$ cat src/rtl/usopenhpsdr1_pkg.sv
// Shared definitions for the OpenHPSDR protocol-1 upstream path.
// Used by the round assembler and, later, by the packer.
package usopenhpsdr1_pkg;

    localparam int unsigned SW     = 24;  // width of one I or Q word
    localparam int unsigned NR_MAX = 12;  // largest receiver count any build supports

    // Bit positions inside the 2-bit tuser sideband
    localparam int unsigned TUSER_VNA   = 0;
    localparam int unsigned TUSER_FIRST = 1;

    typedef enum logic {
        IDLE,
        SEND
    } state_e;

endpackage

$ cat src/rtl/usiq_round_assembler_if.sv
// AXI-stream style word bus between the round assembler and the upstream sample FIFO.
interface usiq_round_assembler_if #(
    parameter int unsigned SW = usopenhpsdr1_pkg::SW
) ();

    logic [SW-1:0] us_tdata;
    logic          us_tvalid;
    logic          us_tready;
    logic          us_tlast;
    logic [1:0]    us_tuser;

    modport master (
        output us_tdata,
        output us_tvalid,
        output us_tlast,
        output us_tuser,
        input  us_tready
    );

    modport slave (
        input  us_tdata,
        input  us_tvalid,
        input  us_tlast,
        input  us_tuser,
        output us_tready
    );

endinterface

$ cat src/rtl/usiq_round_assembler.sv
// Captures one I/Q sample set from all active receivers per strobe and serialises it
// as a round of words I0,Q0,I1,Q1,... with tlast on the final Q.
module usiq_round_assembler #(
    parameter int unsigned NR = 4,                      // receivers implemented, 1..NR_MAX
    parameter int unsigned SW = usopenhpsdr1_pkg::SW
) (
    input  logic                 clk,
    input  logic                 rst,
    input  logic                 run,
    input  logic [3:0]           nrx,
    input  logic                 vna,
    input  logic                 rx_strobe,
    input  logic [NR*SW-1:0]     rx_i,
    input  logic [NR*SW-1:0]     rx_q,
    input  logic                 vna_bit,
    usiq_round_assembler_if.master us,
    output logic                 overrun,
    output logic [7:0]           overrun_cnt
);

    import usopenhpsdr1_pkg::*;

    localparam logic [3:0] NrL = 4'(NR);

    state_e          state_q, state_d;
    logic [4:0]      idx_q, idx_d;
    logic [4:0]      last_q, last_d;      // index of the final word, 2*cnt-1
    logic [NR*SW-1:0] i_bank_q, i_bank_d;
    logic [NR*SW-1:0] q_bank_q, q_bank_d;
    logic            vbit_q, vbit_d;
    logic [SW-1:0]   tdata_q, tdata_d;
    logic            tvalid_q, tvalid_d;
    logic            tlast_q, tlast_d;
    logic [1:0]      tuser_q, tuser_d;
    logic            overrun_q, overrun_d;
    logic [7:0]      ovr_cnt_q, ovr_cnt_d;

    logic [3:0]      cnt_eff;
    logic [4:0]      last_new;
    logic [4:0]      idx_nxt;
    logic            beat_done;
    logic            round_end;
    logic            start;
    logic            drop;

    // Word k of a round: I of receiver k/2 for even k, Q for odd k
    function automatic logic [SW-1:0] pick(input logic [NR*SW-1:0] iv,
                                           input logic [NR*SW-1:0] qv,
                                           input logic [4:0]       k);
        logic [SW-1:0] w;
        w = '0;
        for (int r = 0; r < int'(NR); r++) begin
            if (k[4:1] == 4'(r)) begin
                w = k[0] ? qv[r*SW +: SW] : iv[r*SW +: SW];
            end
        end
        return w;
    endfunction

    // Clamp the requested receiver count and derive handshake/round events
    always_comb begin
        if (nrx == 4'd0) begin
            cnt_eff = 4'd1;
        end else if (nrx > NrL) begin
            cnt_eff = NrL;
        end else begin
            cnt_eff = nrx;
        end
        last_new  = {cnt_eff, 1'b0} - 5'd1;
        idx_nxt   = idx_q + 5'd1;
        beat_done = (state_q == SEND) && tvalid_q && us.us_tready;
        round_end = beat_done && (idx_q == last_q);
        // A strobe coinciding with the final handshake chains into the next round
        start     = rx_strobe && run && ((state_q == IDLE) || round_end);
        drop      = rx_strobe && run && (state_q == SEND) && !round_end;
    end

    // Next-state, hold bank and registered output word
    always_comb begin
        state_d   = state_q;
        idx_d     = idx_q;
        last_d    = last_q;
        i_bank_d  = i_bank_q;
        q_bank_d  = q_bank_q;
        vbit_d    = vbit_q;
        tdata_d   = tdata_q;
        tvalid_d  = tvalid_q;
        tlast_d   = tlast_q;
        tuser_d   = tuser_q;
        overrun_d = overrun_q;
        ovr_cnt_d = ovr_cnt_q;

        case (state_q)
            IDLE: begin
            end
            SEND: begin
                if (beat_done) begin
                    if (round_end) begin
                        state_d  = IDLE;
                        tvalid_d = 1'b0;
                        tlast_d  = 1'b0;
                        tuser_d  = 2'b00;
                    end else begin
                        idx_d                = idx_nxt;
                        tdata_d              = pick(i_bank_q, q_bank_q, idx_nxt);
                        tlast_d              = (idx_nxt == last_q);
                        tuser_d[TUSER_FIRST] = 1'b0;
                        tuser_d[TUSER_VNA]   = vbit_q;
                    end
                end
            end
            default: begin
                state_d = IDLE;
            end
        endcase

        // Round start wins over the end-of-round return to IDLE
        if (start) begin
            state_d              = SEND;
            idx_d                = 5'd0;
            last_d               = last_new;
            i_bank_d             = rx_i;
            q_bank_d             = rx_q;
            vbit_d               = vna && vna_bit;
            tdata_d              = rx_i[SW-1:0];
            tvalid_d             = 1'b1;
            tlast_d              = 1'b0;  // a round always has at least two words
            tuser_d[TUSER_FIRST] = 1'b1;
            tuser_d[TUSER_VNA]   = vna && vna_bit;
        end

        if (drop) begin
            overrun_d = 1'b1;
            if (ovr_cnt_q != 8'hFF) begin
                ovr_cnt_d = ovr_cnt_q + 8'd1;
            end
        end
    end

    // State and output registers; reset aborts any partial round immediately
    always_ff @(posedge clk or posedge rst) begin
        if (rst) begin
            state_q   <= IDLE;
            idx_q     <= 5'd0;
            last_q    <= 5'd0;
            i_bank_q  <= '0;
            q_bank_q  <= '0;
            vbit_q    <= 1'b0;
            tdata_q   <= '0;
            tvalid_q  <= 1'b0;
            tlast_q   <= 1'b0;
            tuser_q   <= 2'b00;
            overrun_q <= 1'b0;
            ovr_cnt_q <= 8'd0;
        end else begin
            state_q   <= state_d;
            idx_q     <= idx_d;
            last_q    <= last_d;
            i_bank_q  <= i_bank_d;
            q_bank_q  <= q_bank_d;
            vbit_q    <= vbit_d;
            tdata_q   <= tdata_d;
            tvalid_q  <= tvalid_d;
            tlast_q   <= tlast_d;
            tuser_q   <= tuser_d;
            overrun_q <= overrun_d;
            ovr_cnt_q <= ovr_cnt_d;
        end
    end

    assign us.us_tdata  = tdata_q;
    assign us.us_tvalid = tvalid_q;
    assign us.us_tlast  = tlast_q;
    assign us.us_tuser  = tuser_q;
    assign overrun      = overrun_q;
    assign overrun_cnt  = ovr_cnt_q;

endmodule

$ cat src/flat_wrapper.sv
// flat-port wrapper written by rule: the top's interface ports become plain ports
module usiq_round_assembler_flat import usopenhpsdr1_pkg::*;
#(
    parameter int unsigned NR = 4,                                                         
    parameter int unsigned SW = usopenhpsdr1_pkg::SW
)
  (clk, rst, run, nrx, vna, rx_strobe, rx_i, rx_q, vna_bit, overrun, overrun_cnt, us_us_tdata, us_us_tvalid, us_us_tlast, us_us_tuser, us_us_tready);
  usiq_round_assembler_if #(.SW(SW)) us_i ();
  input  logic clk;
  input  logic rst;
  input  logic run;
  input  logic [3:0] nrx;
  input  logic vna;
  input  logic rx_strobe;
  input  logic [NR*SW-1:0] rx_i;
  input  logic [NR*SW-1:0] rx_q;
  input  logic vna_bit;
  output logic overrun;
  output logic [7:0] overrun_cnt;
  output wire logic [$bits(us_i.us_tdata)-1:0] us_us_tdata;
  output wire logic [$bits(us_i.us_tvalid)-1:0] us_us_tvalid;
  output wire logic [$bits(us_i.us_tlast)-1:0] us_us_tlast;
  output wire logic [$bits(us_i.us_tuser)-1:0] us_us_tuser;
  input wire logic [$bits(us_i.us_tready)-1:0] us_us_tready;
  assign us_us_tdata = us_i.us_tdata;
  assign us_us_tvalid = us_i.us_tvalid;
  assign us_us_tlast = us_i.us_tlast;
  assign us_us_tuser = us_i.us_tuser;
  assign us_i.us_tready = us_us_tready;
  usiq_round_assembler #(.NR(NR), .SW(SW)) u_core (.clk(clk), .rst(rst), .run(run), .nrx(nrx), .vna(vna), .rx_strobe(rx_strobe), .rx_i(rx_i), .rx_q(rx_q), .vna_bit(vna_bit), .us(us_i), .overrun(overrun), .overrun_cnt(overrun_cnt));
endmodule
$ cat config.mk
export PLATFORM = sky130hd
export DESIGN_NAME = usiq_round_assembler_flat
export DESIGN_NICKNAME = d
export VERILOG_FILES = /design/src/rtl/usopenhpsdr1_pkg.sv /design/src/rtl/usiq_round_assembler_if.sv /design/src/rtl/usiq_round_assembler.sv /design/src/flat_wrapper.sv
export SDC_FILE = /design/constraint.sdc
export NUM_CORES = 1
export LEC_CHECK = 0
export BUFFER_PORTS_ARGS = -buffer_cell sky130_fd_sc_hd__buf_2
export CAP_MARGIN = 30
export CORE_MARGIN = 5
export CORE_UTILIZATION = 59
export CTS_CLUSTER_DIAMETER = 100
export DETAILED_ROUTE_END_ITERATION = 16
export PLACE_DENSITY = 0.86
export SLEW_MARGIN = 20
export SYNTH_ARGS = -nofsm -noshare
export SYNTH_HDL_FRONTEND = slang
export SYNTH_SLANG_ARGS = --single-unit
$ cat constraint.sdc
create_clock -name clk -period 13.8 [get_ports clk]
set_input_delay 1.38 -clock clk [delete_from_list [all_inputs] [get_ports clk]]
set_output_delay 1.38 -clock clk [all_outputs]
set_load 0.005 [all_outputs]
# Word level (Yosys, flattened, before mapping)
# Index checks and enable logic that the tools add are counted.
# op_classes
add_sub_neg	3
n_lt_le_gt_ge	1
n_eq_ne	7
muxes	34
bitwise	1
reduce_logical	19
# ops
cell	count
two-way mux 24 bit	12
two-way mux 5 bit	4
two-way mux 1 bit	13
== test 5 bit	2
adder 8 x 1 -> 8 bit (second input constant)	1
== test 4 x 2 -> 1 bit (second input constant)	2
logical AND 1 bit	8
logical NOT 4 bit	2
two-way mux 4 bit	2
inequality test 8 bit (second input constant)	1
two-way mux 2 bit	3
AND reduction 3 bit	2
nonzero test 2 bit	3
adder 5 x 1 -> 5 bit (second input constant)	1
subtractor 5 x 1 -> 5 bit (second input constant)	1
== test 4 x 1 -> 1 bit (second input constant)	1
> comparator 4 x 3 -> 1 bit (second input constant)	1
AND reduction 2 bit	2
inequality test 2 bit (second input constant)	1
logical NOT 1 bit	1
logical OR 1 bit	1
NOT 1 bit	1
# totals
reg_bits	241
inputBits	203
out_inout_bits	37
elab_cells	77

# Logic depth before layout (Yosys ltp)
# Gate-level depths: netlist (run 1).
# depth
depth_word	10
ltp_mapped	9
ltp_nobuf	7

# Worst setup path after synthesis (run 1)
# OpenSTA, ideal clock, no wires.
# synth_timing
kind	input port to flip-flop
startpoint	in us_us_tready
endpoint	reg u_core.i_bank_q[0]
setup_time_ns	0.065
t_arrival_ns	2.643
required_time_ns	13.735
path_slack_ns	11.092
stages	7
path_buffers	2
path_cell_list	and3_1 and4b_1 a21oi_1 clkbuf_1 clkbuf_1 nand2_1 nand2_1
# synth_via
elab_chain_cells	4
# synth_rtl
element	line_no	source
start, declared	flat_wrapper.sv:24	input wire logic [$bits(us_i.us_tready)-1:0] us_us_tready;
logical AND 1 bit	usiq_round_assembler.sv:71	beat_done = (state_q == SEND) && tvalid_q && us.us_tready;
logical AND 1 bit	usiq_round_assembler.sv:72	round_end = beat_done && (idx_q == last_q);
logical OR 1 bit	usiq_round_assembler.sv:74	start = rx_strobe && run && ((state_q == IDLE) || round_end);
logical AND 1 bit	usiq_round_assembler.sv:74	
end signal, assigned	usiq_round_assembler.sv:159	i_bank_q <= i_bank_d;
end, declared	usiq_round_assembler.sv:28	logic [NR*SW-1:0] i_bank_q, i_bank_d;
# Every way passes these cells.
# A chain may end at the register's enable or synchronous reset.

# Worst setup path after layout (run 1)
# layout_timing
startpoint	reg u_core.idx_q[0]
endpoint	reg u_core.tdata_q[4] (netlist: u_core.us.us_tdata[4])
# layout_via
elab_chain_cells	10
word_cells_on_any_way	25
cone_classes	1 x add/sub; 5 x eq/ne; 12 x mux; 7 x reduce/logical
# layout_rtl
element	line_no	source
start, declared	usiq_round_assembler.sv:26	logic [4:0] idx_q, idx_d;
start signal, assigned	usiq_round_assembler.sv:157	idx_q <= idx_d;
adder 5 x 1 -> 5 bit	usiq_round_assembler.sv:70	idx_nxt = idx_q + 5'd1;
logical NOT 4 bit / two-way mux 24 bit (equally long branches)	usiq_round_assembler.sv:53, usiq_round_assembler.sv:54	
two-way mux 24 bit (4 in series)	usiq_round_assembler.sv:53	if (k[4:1] == 4'(r)) begin
two-way mux 24 bit	usiq_round_assembler.sv:98	if (round_end) begin
two-way mux 24 bit	usiq_round_assembler.sv:97	if (beat_done) begin
two-way mux 24 bit	usiq_round_assembler.sv:93	case (state_q)
two-way mux 24 bit	usiq_round_assembler.sv:118	if (start) begin
end signal, assigned	usiq_round_assembler.sv:162	tdata_q <= tdata_d;
end, declared	usiq_round_assembler.sv:31	logic [SW-1:0] tdata_q, tdata_d;
# Several ways; a longest one is shown, not always the timed one. The select of a mux whose other input is x is not followed.

==> flow_summary.ini, run 1 <==
[layout]
final_cells = 1701
final_area_um2 = 13300
multi_input_area_um2 = 4770
drive_above_1_share_pct = 22.3
ff_latch_area_um2 = 6030
fillers = 1376
area_delta_synth_final_pct = 19.8
post-route-util_pct = 71.6
num-nets-final = 1658

[timing]
tightest_slew_ps = 850
max_freq_mhz = 277
setup_tns_ps = 0
fin_crit_sh_pct = 26.2
clock-skew-final_ps = 14.5
rsz0062_at_grt = no
hold_violations = 0
setup_violations = 0
fin_crit_ps = 3610
maxSlewViolCount = 0
relSlewSlack_pct = 43.2

[logic_synthesis]
syn_nets = 1454
async_flop_share_pct = 100
synth.most_common_cell = nand2_1
synth_edf_count = 0
synth_common_cells = 621 x nand2_1, 241 x dfrtp_1, 72 x mux2i_1
ys_seq_area_share_pct = 54.2
avgSynthCellArea_um2 = 8.92
yosys.area_share.adder_pct = 0.337
synth_xor_area_share_pct = 1.26
yosys.area.top_type_share_pct = 54.2
yosys-top-cells-area = dfrtp_1 54%, nand2_1 21%, mux2i_1 6.5%
postSynthCellCount = 1248
synth_top_family_by_area = simple AND/OR/NAND/NOR gates
synth_area_um2 = 11100
yosys.area_share.simple_pct = 24.5
synth_ff_type = dfrtp_1
synth-seq-cells = 241
synth.distinct_cells = 50
synth_top_area_cell = dfrtp_1
yosysWarnings = 0
synth_compound_area_share_pct = 7.50
synthMuxAreaShare_pct = 9.00

[pwr]
p_per_area_nw_per_um2 = 248
total_power_mw = 3.31
leakage_nw = 7.15
ir_drop_mv = 0.141

[clock_tree]
cts-htree-levels = 1
clkTransAtPathRegs_ps = 70
postCtsSetupBuffers = 0
ctsHoldBuffers = 0
clk_latency_ps = 520
cts_sinks = 241
clock_path_buffers = 3
cts_buffers = 24
ctsResizeCount = 0
cts_tree = done
clock-root-buffer = clkbuf_16

[global_route]
grt_use_met2_pct = 44.6
grt_max_degree = 103
antenna_found_initial = 2
grt_busiest_layer = met2
use_met3_pct = 5.09
grt_overflow_total = 0
track_usage_pct = 29.0
grt_pass1_wl_um = 50200
use_met1_pct = 40.8
first_global_vias = 9604

[placed_design]
gp_congestion = 0.884
dp.cells = 1657
portBuffers = 239
dp_hpwl_um = 22500
dpl-instance-area_um2 = 12500

[die]
fp-row-count = 50
dieArea_um2 = 21700
die_w_um = 147
die_y_um = 147
start_util_pct = 59.7
ios = 240
core_area_um2 = 18600

[run]
maxCapViolCount = 0

[detailed_routing]
detail-route-antenna-nets = 0
wl_per_cell_um = 18.7
vias_per_cell = 5.71
first_pass_iters = 5
drt_iter0_markers = 914
route.detailed.drc = 0
drt_wl_total_um = 31800
vias = 9705

[critical_path]
startpoint_type = flip-flop
crit_fanout = 30
cp-end-kind = flip-flop
critPathArrivalTime_ps = 3980
required_ps = 14160
criticalPathCategory = reg2reg

[hold_path]
min_path_type = reg2reg

[outcome]
status = complete, no violations
worst paths after layout:
kind                                     start                     to  slack [ps]  cells past startpoint
setup / recovery               u_core.idx_q[0]  u_core.us.us_tdata[4]       10190                      8
hold / removal             u_core.i_bank_q[80]    u_core.i_bank_q[80]         460                      2
setup reg to reg               u_core.idx_q[0]  u_core.us.us_tdata[4]       10190                      8
hold reg to reg            u_core.i_bank_q[80]    u_core.i_bank_q[80]         460                      2
max in group asynchronous                  rst    u_core.q_bank_q[32]       11730                      3
min in group asynchronous                  rst  u_core.overrun_cnt[3]         920                      2
report_power, final:
| part | total, mW | switching [mW] | leakage (nW) | internal (mW) |
|---|---|---|---|---|
| Combinational | 1.37 | 0.829 | 3.73 | 0.542 |
| Sequential | 1.29 | 0.230 | 3.03 | 1.06 |
| Clock | 0.647 | 0.264 | 0.391 | 0.383 |
| Total | 3.31 | 1.32 | 7.15 | 1.98 |
flip-flops by register name, summed over array words and instances, names as in the netlist:
| name | cells |
|---|---|
| u_core.state_q | 1 |
| u_core.idx_q | 5 |
| u_core.vbit_q | 1 |
| u_core.i_bank_q | 96 |
| u_core.overrun_cnt | 8 |
| u_core.last_q | 5 |
| u_core.q_bank_q | 96 |
| u_core.us.us_tuser | 2 |
| u_core.us.us_tdata | 24 |
| u_core.overrun | 1 |
| u_core.us.us_tvalid | 1 |
| u_core.us.us_tlast | 1 |
metrics by stage:
step	hold slack, ps	setup WS (ps)
6_report	460	10190
5_1_grt	486	10120
4_1_cts	465	10020
3_5_place_dp	450	9490
3_3_place_gp	445	9530
2_1_floorplan	433	5800
metal layers:
layer	wire, um	up-vias
li1	-	4483
met1	12800	4647
met2	14400	489
met3	2940	84
met4	1620	2
met5	15	-
cell usage in the layout, fill, tap and decap left out, types with 3 or more instances in the layout:
| master | synthesis | routed |
|---|---|---|
| a211oi_1 | 6 | 6 |
| a21oi_1 | 13 | 12 |
| a221oi_1 | 15 | 15 |
| a2bb2oi_1 | 7 | 6 |
| and3_1 | 4 | 4 |
| buf_16 | 0 | 4 |
| buf_2 | 30 | 239 |
| buf_4 | 1 | 12 |
| clkbuf_16 | 0 | 25 |
| clkbuf_8 | 0 | 7 |
| clkinv_2 | 0 | 4 |
| dfrtp_1 | 241 | 240 |
| ha_1 | 3 | 3 |
| inv_1 | 4 | 3 |
| mux2_2 | 19 | 19 |
| mux2i_1 | 72 | 72 |
| mux4_2 | 3 | 3 |
| nand2_1 | 621 | 621 |
| nand2b_1 | 5 | 5 |
| nand3_1 | 6 | 6 |
| nand4_1 | 6 | 6 |
| nor2_1 | 36 | 35 |
| nor3_1 | 8 | 8 |
| o211ai_1 | 23 | 23 |
| o21ai_0 | 11 | 10 |
| o221ai_1 | 15 | 15 |
| o31ai_1 | 5 | 5 |
| xnor2_1 | 9 | 9 |
| xor2_1 | 7 | 7 |
cell type report:
class / instances / share of cell area (%)
diodes: 2 / 0.0375
clock buffers: 34 / 5.47
clock inverters: 5 / 0.375
inverters: 4 / 0.169
multi-input cells: 923 / 35.8
flip-flops and latches: 241 / 45.2
well taps: 234 / 2.19
repair buffers: 258 / 10.7
logic make-up (layout without fill, tap and decap cells):
group / count (synthesis) / count (layout)
AOI/OAI and AO/OA: 112 / 112
xor gates and xnor gates: 16 / 16
adders and majority gates: 3 / 3
buffers and inverters: 84 / 301
DFF: 241 / 241
muxes: 94 / 94
other: 0 / 2
and+or+nand+nor: 698 / 698
critical path: stages, from the launching register on:
cell and delay [ps]:
dfrtp_4 670, ha_1 440, and2b_1 300, a32o_1 190
nor2b_1 150, buf_4 310, nand2_1 570, o221ai_1 650
o211ai_1 170
Note: power is estimated with default switching activity, not from simulation.
==> run 2: changes to the inputs <==
Settings changed: CORE_UTILIZATION 59 to 50, PLACE_DENSITY 0.86 to 0.77.
Clock period 13.8 ns to 3.3 ns, I/O delays scaled along.
==> run 2 against run 1 <==
  * Clock power rose to 4.9 times the previous value
  * Combinational power rose to 4.4 times the previous value
  * Sequential share of layout area is 5.1 points lower
  * The run now ends with hold timing left
  * Die area grew 17%
  * Total power increased to 4.4 times the previous value
  * Largest power group unchanged
  * Maximum frequency increased by 29%
  * Register-to-register slack got worse by 9700 ps
  * Via count up 8.3%
  * Clock skew shrank 1.4 ps
==> flow_summary.ini, run 2 (synthesis results as in run 1) <==
[detailed_routing]
vias_per_cell = 5.51
vias = 10506
detail-route-antenna-nets = 0
drt_wl_total_um = 37100
route.detailed.drc = 0
drt_iter0_markers = 917
wl_per_cell_um = 19.5
first_pass_iters = 8

[timing]
hold_violations = 1
rsz0062_at_grt = no
tightest_slew_ps = 848
setup_violations = 0
max_freq_mhz = 356
fin_crit_ps = 2810
fin_hold_ws_ps = -3.30
relSlewSlack_pct = 43.3
clock-skew-final_ps = 13.1
maxSlewViolCount = 0
fin_crit_sh_pct = 85.2
setup_slack_ps = 488

[critical_path]
crit_fanout = 48
required_ps = 3750
path_cells = xor2_1, nor3_1, a21o_4, buf_4, nand2_1, o211ai_1
critPathArrivalTime_ps = 3270
slowest_stage = a21o_4
startpoint_type = flip-flop
criticalPathCategory = reg2reg
cp-end-kind = flip-flop
max_stage_delay_ps = 580

[global_route]
grt_max_degree = 71
grt_pass1_wl_um = 59200
first_global_vias = 10870
antenna_found_initial = 2
track_usage_pct = 28.9
grt_overflow_total = 0

[layout]
drive_above_1_share_pct = 21.4
area_delta_synth_final_pct = 35.2
final_area_um2 = 15000
final_cells = 1906
num-nets-final = 1809
layout_common_cells = 621 x nand2_1, 240 x dfrtp_1, 239 x buf_2
fillers = 1650
final_common_cell = nand2_1

[clock_tree]
ctsResizeCount = 0
cts_buffers = 27
cts-htree-levels = 1
clock-root-buffer = clkbuf_16
clk_latency_ps = 550
cts_tree = done
cts_sinks = 241
ctsHoldBuffers = 137
clkTransAtPathRegs_ps = 60
clock_path_buffers = 3
postCtsSetupBuffers = 0

[placed_design]
dp_hpwl_um = 24500
gp_congestion = 0.945
portBuffers = 239
dp_slack_ps = 547
dpl-instance-area_um2 = 12700
dp.cells = 1717

[pwr]
total_power_mw = 14.6
leakage_nw = 7.86
p_per_area_nw_per_um2 = 973
ir_drop_mv = 0.673

[run]
maxCapViolCount = 0

[die]
dieArea_um2 = 25300
core_area_um2 = 21900
die_w_um = 159
ios = 240
fp-row-count = 54
die_y_um = 159
start_util_pct = 50.9

[hold_path]
min_path_type = in2reg

[outcome]
status = finished with violations
violations = hold timing
-- run 2: cell types whose count changed in the layout (fill, tap and decap cells not counted), sizes merged --
cell / previous run / this run
buf: 258 / 269
clkinvlp: 0 / 1
clkbuf: 34 / 36
diode: 2 / 3
dlygate4sd3: 0 / 137
bufinv: 1 / 4
clkinv: 4 / 8
-- run 2: power breakdown --
group / internal, mW / leakage, nW / switching, mW / total (mW)
Sequential: 4.44 / 3.03 / 0.984 / 5.42
Clock: 1.93 / 0.471 / 1.24 / 3.17
Combinational: 2.41 / 4.36 / 3.64 / 6.05
Total: 8.78 / 7.86 / 5.86 / 14.6
-- run 2: final timing paths --
path	startpoint	endpoint	slack, ps	cells past startpoint
max in group asynchronous	rst	u_core.i_bank_q[94]	2060	4
setup / recovery	u_core.idx_q[2]	u_core.us.us_tdata[4]	490	6
hold reg to reg	u_core.q_bank_q[29]	u_core.q_bank_q[29]	460	2
hold / removal	rx_q[5]	u_core.q_bank_q[5]	-3	3
min in group asynchronous	rst	u_core.q_bank_q[13]	450	3
setup reg to reg	u_core.idx_q[2]	u_core.us.us_tdata[4]	490	6
-- run 2: worst max-delay path, delay by kind of cell, from the launching register on --
family | cells | cell delay, ps
flops | 1 | 550
xor+xnor | 1 | 240
simple gates | 2 | 690
compound gates | 2 | 720
buf+inv | 1 | 480
-- run 2: layout make-up --
cell class	count	area [um2]	area share [%]
Sequential cell	241	6030	40.1
Multi-Input combinational cell	923	4770	31.7
Timing Repair Buffer	406	2920	19.4
Clock buffer	36	759	5.05
Inverter	4	18.8	0.125
Clock inverter	13	184	1.22
Antenna cell	3	7.51	0.0499
Tap cell	280	350	2.33
-- run 2: metrics by stage --
stage	util, %	setup TNS [ps]	hold slack (ps)
floorplan	-	-46230	433
global placement	58.1	0	444
detailed placement	58.1	0	451
CTS	68.7	0	0.699
global route	68.7	0	2.07
finish	68.7	0	-3.30
-- run 2: layer usage --
layer	routed length, um	global-route usage [%]	vias to the layer above
met3	3070	6.78	134
met4	2330	15.5	0
li1	-	-	4806
met1	14500	36.8	5013
met2	17200	45.8	553
met5	0	0	-
==> run 3: changes to the inputs <==
Settings changed: CORE_UTILIZATION 50 to 55, PLACE_DENSITY 0.77 to 0.81.
Clock period 3.3 ns to 2.88 ns, I/O delays scaled along.
==> run 3 against run 2 <==
  * The flow still finishes with violations (hold timing)
  * Non-clock buffer count grew 20
  * Total power grew 20%
  * Global-route usage is 4.4 points higher
  * Setup slack got worse by 310 ps
  * First-iteration DRC count rose by 48%
  * Core utilization up 7.2 points
  * Register-to-register slack got worse by 310 ps
  * Critical path depth increased by 2
  * Clock power is 27% higher
==> flow_summary.ini, run 3 (synthesis results as in run 1) <==
[pwr]
p_comb_share_pct = 41.4
p_int_mw = 10.5
p_per_area_nw_per_um2 = 1150
power_switching_mw = 7.03
ir_drop_mv = 0.630
clock_power_share_pct = 22.9
pwr-share-seq_pct = 35.6
p_sw_share_pct = 40.1
leakage_nw = 7.95

[die]
die_w_um = 152
core_area_um2 = 20100
ios = 240
fp-row-count = 52
dieArea_um2 = 23200
start_util_pct = 55.4
die_y_um = 152

[clock_tree]
clkTransAtPathRegs_ps = 70
clock-root-buffer = clkbuf_16
postCtsSetupBuffers = 0
cts-htree-levels = 1
clk_latency_ps = 530
clock_path_buffers = 3
cts_sinks = 241
cts_buffers = 25
cts_tree = done

[timing]
fin_crit_ps = 2700
clock-skew-final_ps = 9.68
hold_violations = 2
rsz0062_at_grt = no
fin_hold_ws_ps = -4.12
setup_violations = 0
max_freq_mhz = 370
maxSlewViolCount = 0
fin_crit_sh_pct = 93.8
relSlewSlack_pct = 46.6
tightest_slew_ps = 801
setup_tns_ps = 0

[global_route]
use_met3_pct = 7.27
use_met1_pct = 41.2
first_global_vias = 11261
grt_busiest_layer = met2
grt_max_degree = 120
antenna_found_initial = 1
grt_pass1_wl_um = 61700
track_usage_pct = 33.3
grt_use_met2_pct = 54.1
grt_overflow_total = 0

[critical_path]
startpoint_type = flip-flop
criticalPathCategory = reg2reg
crit_fanout = 15
critPathArrivalTime_ps = 3140
cp.depth = 8
ff2ff_path_depth = 8
max_stage_delay_ps = 500
path_delay_family = compound AO/OA/AOI/OAI gates
required_ps = 3320
path_buf_inv = 2
cp-end-kind = flip-flop
slowest_stage = dfrtp_4
path_cells = ha_1, buf_4, nor4_1, a31oi_1, buf_4, o221ai_1, o21ai_0, o21ai_0

[placed_design]
dp.cells = 1707
dp_hpwl_um = 23900
gp_congestion = 0.982
portBuffers = 239

[detailed_routing]
drt_wl_total_um = 39900
vias_per_cell = 5.77
vias = 11017
first_pass_iters = 6
drt_iter0_markers = 1354
detail-route-antenna-nets = 0
wl_per_cell_um = 20.9
route.detailed.drc = 0

[layout]
drive_above_1_share_pct = 21.2
final_common_cell = nand2_1
final_cells = 1910
area_delta_synth_final_pct = 37.1
num-nets-final = 1827
post-route-util_pct = 75.9
layout_common_cells = 621 x nand2_1, 240 x dfrtp_1, 239 x buf_2

[hold_path]
min_path_cells = 3
min_path_type = in2reg

[run]
maxCapViolCount = 0

[outcome]
violations = hold timing
status = finished with violations
==> run 3: cell types whose count changed in the layout (fill, tap and decap cells not counted), sizes merged, moves of 2 or more <==
cell,before,now
diode,3,1
clkbuf,36,30
dlygate4sd3,137,157
bufinv,4,10
clkinv,8,4
==> run 3: path summary, 6_finish.rpt <==
| check | end | slack, ps | startpoint |
|---|---|---|---|
| min in group asynchronous | u_core.overrun_cnt[3] | 450 | rst |
| hold reg to reg | u_core.q_bank_q[49] | 470 | u_core.q_bank_q[49] |
| setup reg to reg | u_core.us.us_tdata[3] | 180 | u_core.idx_q[0] |
| max in group asynchronous | u_core.idx_q[0] | 1820 | rst |
| hold / removal | u_core.i_bank_q[5] | -4 | rx_i[5] |
| setup / recovery | u_core.us.us_tdata[3] | 180 | u_core.idx_q[0] |
==> run 3: what timing repair did <==
action,4_1_cts,5_1_grt
hold buffers,157,0
gates resized for setup,0,0
setup endpoints to repair,0,0
endpoints found under the hold margin,233,0
==> run 3: per-layer routing <==
metal / wire length (um) / share of wire, % / vias up
li1: - / - / 4830
met4: 2710 / 6.8 / 0
met5: 0 / 0 / -
met3: 3960 / 9.9 / 190
met2: 18900 / 47 / 761
met1: 14300 / 36 / 5236
==> run 3: metrics by stage <==
| step | power [mW] | cell area (um2) | setup WS (ps) |
|---|---|---|---|
| 2_1_floorplan | 10.4 | 11100 | -570 |
| 3_3_place_gp | 12.5 | 12700 | 386 |
| 3_5_place_dp | 12.8 | 12700 | 335 |
| 4_1_cts | 17.0 | 15300 | 309 |
| 5_1_grt | 18.3 | 15300 | 126 |
| 6_report | 17.5 | 15300 | 179 |
==> run 3: area by class of cell <==
class / count / area [um2]
antenna: 1 / 2.50
clock buffer: 30 / 694
clock inverter: 15 / 328
fill: 1273 / 4850
inverter: 4 / 18.8
multi-input combinational: 923 / 4770
sequential: 241 / 6030
tap: 270 / 338
timing repair buffer: 426 / 3070
==> run 3: worst reg2reg max path, stage by stage, from the launching register on <==
cell	delay [ps]
dfrtp_4	500
ha_1	320
buf_4	190
nor4_1	440
a31oi_1	90
buf_4	230
o221ai_1	450
o21ai_0	190
o21ai_0	210
==> run 3: power groups by stage <==
stage               Clock (mW)  Combinational [mW]  Sequential, mW
floorplan                    0                4.55            5.83
global placement             0                6.48            6.04
detailed placement           0                6.69            6.12
CTS                       4.00                6.93            6.10
global route              4.17                7.79            6.38
finish                    4.02                7.26            6.25
